$ cat src/rtl/mdu_pkg.sv
// Shared definitions for the iterative multiply/divide unit.
package mdu_pkg;

  // Default operand width; HI and LO are this wide, one iteration per bit.
  localparam int MDU_WIDTH = 32;
  localparam int CNT_W     = $clog2(MDU_WIDTH);

  // Operation encodings as seen on the op input.
  typedef enum logic [1:0] {
    OP_MULT  = 2'b00,
    OP_MULTU = 2'b01,
    OP_DIV   = 2'b10,
    OP_DIVU  = 2'b11
  } mdu_op_e;

  // Controller states.
  typedef enum logic [1:0] {
    S_IDLE = 2'b00,
    S_RUN  = 2'b01,
    S_FIX  = 2'b10
  } mdu_state_e;

endpackage

$ cat src/rtl/adderc.sv
// Plain ripple-style adder with carry in and carry out.
module adderc #(
  parameter int N = 33
) (
  input  logic [N-1:0] a_i,
  input  logic [N-1:0] b_i,
  input  logic         cin_i,
  output logic [N-1:0] sum_o,
  output logic         cout_o
);

  // Sum of a, b and carry-in with the carry-out kept as the top bit.
  always_comb begin
    {cout_o, sum_o} = {1'b0, a_i} + {1'b0, b_i} + {{N{1'b0}}, cin_i};
  end

endmodule

$ cat src/rtl/mul_div_unit.sv
// Iterative MULT/MULTU/DIV/DIVU unit owning HI/LO, one result bit per cycle.
//
// Handshake: start is accepted only in a cycle where busy is low; op, a and b
// are sampled on that same edge. busy stays high until the cycle in which done
// pulses. While busy, start/mthi/mtlo are ignored. mthi/mtlo write wdata into
// HI/LO on any idle edge where start is not also asserted.
module mul_div_unit
  import mdu_pkg::*;
#(
  parameter int WIDTH = MDU_WIDTH
) (
  input  logic             clk,
  input  logic             reset,
  input  logic             start,
  input  logic [1:0]       op,
  input  logic [WIDTH-1:0] a,
  input  logic [WIDTH-1:0] b,
  input  logic             mthi,
  input  logic             mtlo,
  input  logic [WIDTH-1:0] wdata,
  output logic             busy,
  output logic             done,
  output logic [WIDTH-1:0] hi,
  output logic [WIDTH-1:0] lo,
  output logic [1:0]       state_o
);

  localparam int CW = $clog2(WIDTH);

  mdu_state_e       state_q;
  logic             busy_q, done_q;
  logic [WIDTH-1:0] hi_q, lo_q;
  // acc_hi/acc_lo: partial product, or remainder/quotient while dividing.
  logic [WIDTH-1:0] acc_hi_q, acc_lo_q;
  // opnd: multiplicand magnitude, or divisor magnitude.
  logic [WIDTH-1:0] opnd_q;
  logic [CW-1:0]    cnt_q;
  logic             is_div_q, neg_lo_q, neg_hi_q, dz_wait_q;

  // Operand magnitudes and sign bookkeeping at load time.
  logic             signed_op, a_neg, b_neg;
  logic [WIDTH-1:0] a_mag, b_mag;

  always_comb begin
    signed_op = ~op[0];
    a_neg     = signed_op & a[WIDTH-1];
    b_neg     = signed_op & b[WIDTH-1];
    a_mag     = a_neg ? (~a + 1'b1) : a;
    b_mag     = b_neg ? (~b + 1'b1) : b;
  end

  // Shared adder: add for multiply, a + ~b + 1 for the divide trial subtract.
  logic [WIDTH:0] add_a, add_b, add_sum, mul_wide;
  logic           add_cin, add_cout;

  adderc #(.N(WIDTH + 1)) u_adder (
    .a_i    (add_a),
    .b_i    (add_b),
    .cin_i  (add_cin),
    .sum_o  (add_sum),
    .cout_o (add_cout)
  );

  // One iteration of shift-add multiply or restoring divide.
  logic [WIDTH-1:0] acc_hi_d, acc_lo_d;

  always_comb begin
    add_a    = {1'b0, acc_hi_q};
    add_b    = {1'b0, opnd_q};
    add_cin  = 1'b0;
    mul_wide = {1'b0, acc_hi_q};
    acc_hi_d = acc_hi_q;
    acc_lo_d = acc_lo_q;
    if (is_div_q) begin
      // Shift {rem,quo} left; the bit leaving quo becomes rem's new LSB.
      add_a   = {acc_hi_q, acc_lo_q[WIDTH-1]};
      add_b   = ~{1'b0, opnd_q};
      add_cin = 1'b1;
      if (add_cout) begin
        acc_hi_d = add_sum[WIDTH-1:0];
        acc_lo_d = {acc_lo_q[WIDTH-2:0], 1'b1};
      end else begin
        acc_hi_d = add_a[WIDTH-1:0];
        acc_lo_d = {acc_lo_q[WIDTH-2:0], 1'b0};
      end
    end else begin
      // Carry of the add is kept and shifted down into acc_hi's MSB.
      mul_wide = acc_lo_q[0] ? add_sum : {1'b0, acc_hi_q};
      acc_hi_d = mul_wide[WIDTH:1];
      acc_lo_d = {mul_wide[0], acc_lo_q[WIDTH-1:1]};
    end
  end

  // Sign correction applied when the loop finishes.
  logic [2*WIDTH-1:0] prod_neg;
  logic [WIDTH-1:0]   hi_fix, lo_fix;

  always_comb begin
    prod_neg = ~{acc_hi_q, acc_lo_q} + 1'b1;
    hi_fix   = acc_hi_q;
    lo_fix   = acc_lo_q;
    if (is_div_q) begin
      if (neg_lo_q) lo_fix = ~acc_lo_q + 1'b1;
      if (neg_hi_q) hi_fix = ~acc_hi_q + 1'b1;
    end else if (neg_lo_q) begin
      hi_fix = prod_neg[2*WIDTH-1:WIDTH];
      lo_fix = prod_neg[WIDTH-1:0];
    end
  end

  // Controller and all architectural/working registers.
  always_ff @(posedge clk) begin
    if (reset) begin
      state_q   <= S_IDLE;
      busy_q    <= 1'b0;
      done_q    <= 1'b0;
      hi_q      <= '0;
      lo_q      <= '0;
      acc_hi_q  <= '0;
      acc_lo_q  <= '0;
      opnd_q    <= '0;
      cnt_q     <= '0;
      is_div_q  <= 1'b0;
      neg_lo_q  <= 1'b0;
      neg_hi_q  <= 1'b0;
      dz_wait_q <= 1'b0;
    end else begin
      done_q <= 1'b0;
      case (state_q)
        S_IDLE: begin
          if (start) begin
            busy_q   <= 1'b1;
            is_div_q <= op[1];
            cnt_q    <= '0;
            if (op[1] && (b == '0)) begin
              // Divide by zero: forced result, one extra FIX cycle keeps latency at two.
              acc_hi_q  <= a;
              acc_lo_q  <= '1;
              neg_lo_q  <= 1'b0;
              neg_hi_q  <= 1'b0;
              dz_wait_q <= 1'b1;
              state_q   <= S_FIX;
            end else begin
              acc_hi_q <= '0;
              acc_lo_q <= op[1] ? a_mag : b_mag;
              opnd_q   <= op[1] ? b_mag : a_mag;
              neg_lo_q <= a_neg ^ b_neg;
              neg_hi_q <= op[1] & a_neg;
              state_q  <= S_RUN;
            end
          end else begin
            if (mthi) hi_q <= wdata;
            if (mtlo) lo_q <= wdata;
          end
        end
        S_RUN: begin
          acc_hi_q <= acc_hi_d;
          acc_lo_q <= acc_lo_d;
          cnt_q    <= cnt_q + 1'b1;
          if (cnt_q == CW'(WIDTH - 1)) state_q <= S_FIX;
        end
        S_FIX: begin
          if (dz_wait_q) begin
            dz_wait_q <= 1'b0;
          end else begin
            hi_q    <= hi_fix;
            lo_q    <= lo_fix;
            done_q  <= 1'b1;
            busy_q  <= 1'b0;
            state_q <= S_IDLE;
          end
        end
        default: begin
          busy_q  <= 1'b0;
          state_q <= S_IDLE;
        end
      endcase
    end
  end

  assign busy    = busy_q;
  assign done    = done_q;
  assign hi      = hi_q;
  assign lo      = lo_q;
  assign state_o = state_q;

endmodule

$ cat config.mk
export PLATFORM = sky130hd
export DESIGN_NAME = mul_div_unit
export DESIGN_NICKNAME = d
export VERILOG_FILES = /design/src/rtl/mdu_pkg.sv /design/src/rtl/adderc.sv /design/src/rtl/mul_div_unit.sv
export SDC_FILE = /design/constraint.sdc
export NUM_CORES = 1
export LEC_CHECK = 0
export BUFFER_PORTS_ARGS = -buffer_cell sky130_fd_sc_hd__buf_4
export CORE_UTILIZATION = 25
export CTS_CLUSTER_SIZE = 16
export DETAILED_ROUTE_END_ITERATION = 8
export PLACE_DENSITY = 0.44
export SYNTH_ARGS = -nofsm -noshare
export SYNTH_HDL_FRONTEND = slang
export SYNTH_SLANG_ARGS = --single-unit
$ cat constraint.sdc
create_clock -name clk -period 5.1 [get_ports clk]
set_clock_uncertainty 0.15 [all_clocks]
set_input_delay 0.765 -clock clk [delete_from_list [all_inputs] [get_ports clk]]
set_output_delay 0.765 -clock clk [all_outputs]
set_load 0.1 [all_outputs]
### Word-level counts from Yosys, hierarchy flattened

Index checks and enable logic that the tools add are counted.

| word-level totals | value |
|---|---|
| register bits after elaboration | 173 |
| output and inout port bits | 68 |
| logic and storage cells | 107 |
| bits of input ports | 103 |

| cells by class | value |
|---|---|
| bitwise gates (word level) | 14 |
| $add $sub $neg | 8 |
| equality and inequality tests | 10 |
| reduce and logical (&&, ||, !) cells | 14 |
| muxes and demuxes | 48 |

Operators by type and width:

| cell | count |
|---|---|
| 32-bit two-way mux | 23 |
| 32-bit case mux with 2 select lines | 4 |
| 32-bit by 1-bit adder with 32-bit output, second input constant | 4 |
| 32-bit NOT | 4 |
| 33-bit two-way mux | 3 |
| 64-bit by 1-bit adder with 64-bit output, second input constant | 1 |
| 64-bit NOT | 1 |
| 33-bit by 33-bit adder with 34-bit output | 1 |
| 34-bit by 1-bit adder with 34-bit output | 1 |
| 32-bit NOT with 33-bit output | 1 |
| 32-bit zero test | 1 |
| 2-bit inequality test, second input constant | 7 |
| 3-bit AND reduction | 4 |
| 5-bit case mux with 2 select lines | 1 |
| 1-bit two-way mux | 9 |
| 2-bit two-way mux | 4 |
| 4-bit AND reduction | 2 |
| 2-bit case mux with 3 select lines | 1 |
| 5-bit by 1-bit adder with 5-bit output, second input constant | 1 |
| 5-bit equality test, second input constant | 1 |
| 5-bit two-way mux | 1 |
| 1-bit NOT | 4 |
| 2-bit AND reduction | 2 |
| 2-bit nonzero test | 2 |
| 9 further kinds | 11 |

### Logic depth before layout (Yosys ltp)

| logic depth | value |
|---|---|
| depth after elaboration | 7 |
| depth in mapped cells | 18 |

### By module

Synthesis repeated with hierarchy kept, for this count alone.

| unflattened totals | value |
|---|---|
| cell total of the unflattened synthesis | 2030 |
| area, all modules | 15195.8 um2 |

Modules (own cells, without submodules):

| module | area an instance (um2) | times used | cells each | seq. area each (um2) |
|---|---|---|---|---|
| mul_div_unit | 13096.3 | 1 | 1738 | 3463.3 |
| adderc | 2099.5 | 1 | 292 | 0.0 |

### Worst setup path before layout

No wires, ideal clock.

| timing | value |
|---|---|
| path kind | flip-flop to flip-flop |
| from | register is_div_q |
| to | register acc_hi_q[21] |
| setup slack | 0.513 ns |
| required time | 4.833 ns |
| cell stages (with the launch flop) | 18 |
| period minus slack after synthesis | 4.587 ns |
| arrival | 4.320 ns |
| path buffers | 6 |
| cells stage by stage | dfxtp_1 -> buf_1 -> clkbuf_1 -> buf_1 -> buf_1 -> xor2_1 -> ha_1 -> clkbuf_1 -> a21oi_1 -> o211ai_1 -> a2111oi_0 -> a2bb2oi_1 -> o21a_1 -> nand2_1 -> buf_2 -> nand2_1 -> o221ai_1 -> a22o_1 |

| between the ends | value |
|---|---|
| word-level cells in the longest chain between the ends | 6 |
| elaborated cells between the ends (all ways) | 9 |
| classes of those cells | 2 x add/sub; 7 x mux |

Ends and longest elaborated chain:

| element | line | RTL |
|---|---|---|
| start: declaration | mul_div_unit.sv:38 | `logic is_div_q, neg_lo_q, neg_hi_q, dz_wait_q;` |
| start signal: assignment | mul_div_unit.sv:133 | `is_div_q <= op[1];` |
| 33-bit two-way mux | mul_div_unit.sv:74 | `if (is_div_q) begin` |
| 33-bit by 33-bit adder with 34-bit output | adderc.sv:14 | `{cout_o, sum_o} = {1'b0, a_i} + {1'b0, b_i} + {{N{1'b0}}, cin_i};` |
| 34-bit by 1-bit adder with 34-bit output | adderc.sv:14 |  |
| 33-bit two-way mux / 32-bit two-way mux (equally long branches) | mul_div_unit.sv:88, mul_div_unit.sv:79 |  |
| 32-bit two-way mux * | mul_div_unit.sv:74 |  |
| 32-bit case mux with 2 select lines * | mul_div_unit.sv:129 | `case (state_q)` |
| end signal: assignment | mul_div_unit.sv:157 | `acc_hi_q <= acc_hi_d;` |
| end: declaration | mul_div_unit.sv:34 | `logic [WIDTH-1:0] acc_hi_q, acc_lo_q;` |

Every way passes the cells marked *; elsewhere a longest branch is shown, timed or not.
A chain may end at the register's enable or synchronous reset.

### Worst setup path after layout

| timing | value |
|---|---|
| from | register is_div_q |
| to | register acc_hi_q[3] |

The elaborated chain is that of the path after synthesis.

==> results.toml <==
[run_status]
outcome = "complete, no violations"

[synthesis]
netlist_area_um2 = 14200
async_flop_share_pct = 0
ys_types = 81
synth-edff-count = 0
ys_seq_elements = 173
yosys.area.top_type = "dfxtp_1"
ys_top_cells_by_area = "dfxtp_1 24%, a21oi_1 7.7%, xor2_1 5.9%"
synth_fp_nets = 2068
yosys.area.top_type_share_pct = 24.5
synth_seq_area_share_pct = 24.5
ys_warn_count = 0
synth_area_per_cell_um2 = 7.35
ys.flop_type = "dfxtp_1"
synthCells = 1927

[place]
gp_congestion = 0.907
hpwl_um = 49500
io_buffer_count = 170
dp_worst_setup_slack_ns = 0.844
placed_cell_area_um2 = 16100

[route]
drt_wl_total_um = 63900
drc = 0
ant_nets = 0
vias = 15000
avgRoutedWirePerCell_um = 23.1
first_iter_violations = 1342
viasPerCell = 5.45
drtPass1Iterations = 5

[timing]
tightest_slew_ns = 1.01
fmax_mhz = 226
slew_headroom_pct = 32.9
finalCritPeriodShare_pct = 86.8
setup_viol = 0
postLayoutSetupSlackWorst_ns = 0.671
hold_viol = 0
fin_crit_ns = 4.43
tns_ns = 0
slew_violations = 0
rsz0062_at_grt = "no"

[global_route]
grt_max_degree = 103
grt_pass1_vias = 13900
track_usage_pct = 21.9
antenna_found_initial = 3
overflow = 0
grt_pass1_wl_um = 92900

[floorplan]
core_um2 = 55500
dieArea_um2 = 57600
die_w_um = 240
pin_count = 171
die_y_um = 240
initial_core_util_pct = 25.5
rows = 86

[cts]
h-tree-depth = 4
cts_tree = "built"
clk_latency_ns = 0.50
cts.repair.resized = 0
clk_path_buf_depth = 2
post_cts_buffers = 0
cts_buffers = 17
ctsHoldBuffers = 0
clkSinkCount = 173
cts_root_buffer = "clkbuf_16"
clk_pin_slew_ns = 0.07

[pwr]
p_per_area_nw_per_um2 = 284
irDropWorstVdd_v = 0.000297
total_power_w = 0.00475
p_leak_nw = 6.62

[final_layout]
fin_area_um2 = 16700
nets = 2141
area_delta_synth_final_pct = 18.3
drive_above_1_share_pct = 17.6

[worst_setup_path]
startpoint_type = "flip-flop"
cp-end-kind = "flip-flop"
cp_data_required_time_ns = 5.31
path_max_fanout = 46
cp.arrival_ns = 4.64
crit_type = "reg2reg"

[min_path]
hp-class = "reg2reg"

[run]
cap_violations = 0
[worst max-delay path: stages, from the launching register on]
cell       delay (ns)
dfxtp_4          0.64
buf_12           0.30
mux2_2           0.37
ha_1             0.40
a21oi_1          0.18
o21ai_0          0.17
a2111oi_0        0.52
buf_4            0.22
a2bb2oi_1        0.16
o21a_1           0.23
nand2_1          0.10
buf_4            0.20
mux2i_1          0.12
a2111oi_0        0.47
[cell type report]
class	count	area, um2
Multi-Input combinational cell	1566	9960
Timing Repair Buffer	219	1670
Clock inverter	15	198
Tap cell	748	936
Inverter	23	86.3
Antenna cell	1	2.50
Sequential cell	173	3470
Clock buffer	17	425
Fill cell	6151	38800
[logic make-up after synthesis]
logic type | share of synthesized area (%)
AOI/OAI and AO/OA | 28.1
xor gates and xnor gates | 10.8
adders and majority gates | 3.41
buffers and inverters | 5.38
DFF | 24.5
muxes | 6.72
and+or+nand+nor | 21.2
[stage by stage]
step	utilization [%]	hold WS [ns]	std cells
after floorplan	-	0.293	1927
after global placement	29.0	0.306	2729
after detailed placement	29.0	0.308	2729
after CTS	30.1	0.317	2761
after global routing	30.1	0.330	2761
final	30.2	0.316	2762
[sequential cells by signal, indices dropped and copies added, names as in the netlist]
signal     flops
neg_lo_q       1
acc_hi_q      32
neg_hi_q       1
state_o        2
done           1
dz_wait_q      1
is_div_q       1
lo            32
hi            32
acc_lo_q      32
busy           1
cnt_q          5
opnd_q        32
[metal layers]
metal / global-route usage (%) / share of wire [%] / vias up
met2: 32.4 / 42 / 556
met5: 0 / 0 / -
li1: - / - / 7139
met3: 3.19 / 6.3 / 68
met1: 31.7 / 49 / 7285
met4: 7.78 / 2.7 / 0
[layout by cell type, fill, tap and decap left out, drive strengths merged, types with 25 or more instances in the layout]
cell type    n
a211oi      67
a21o        25
a21oi      219
a31oi       31
buf        219
dfxtp      173
ha          37
inv         29
mux2        56
mux2i       32
nand2      195
nand3       37
nor2       216
nor3        42
o21ai      129
xnor2       78
xor2        96
[synthesized netlist by cell type, drive strengths merged, types with 42 or more instances]
library cell  instances
xnor2                78
buf                  43
mux2                 56
a211oi               67
nand2               195
a21oi               219
nor2                216
o21ai               129
nor3                 42
dfxtp               173
clkbuf              122
xor2                 96
[path summary, 6_finish.rpt]
path	startpoint	to	slack (ns)	depth (start not counted)
hold reg to reg	opnd_q[20]	opnd_q[20]	0.32	2
setup reg to reg	is_div_q	acc_hi_q[3]	0.67	13
hold / removal	opnd_q[20]	opnd_q[20]	0.32	2
setup / recovery	is_div_q	acc_hi_q[3]	0.67	13
[report_power, final]
part | total [W] | internal, W | leakage [nW] | switching [W]
combinational | 0.00168 | 0.000582 | 4.90 | 0.00110
sequential | 0.00162 | 0.00145 | 1.42 | 0.000168
clock | 0.00145 | 0.000748 | 0.302 | 0.000698
(Power assumes the default switching activity.)
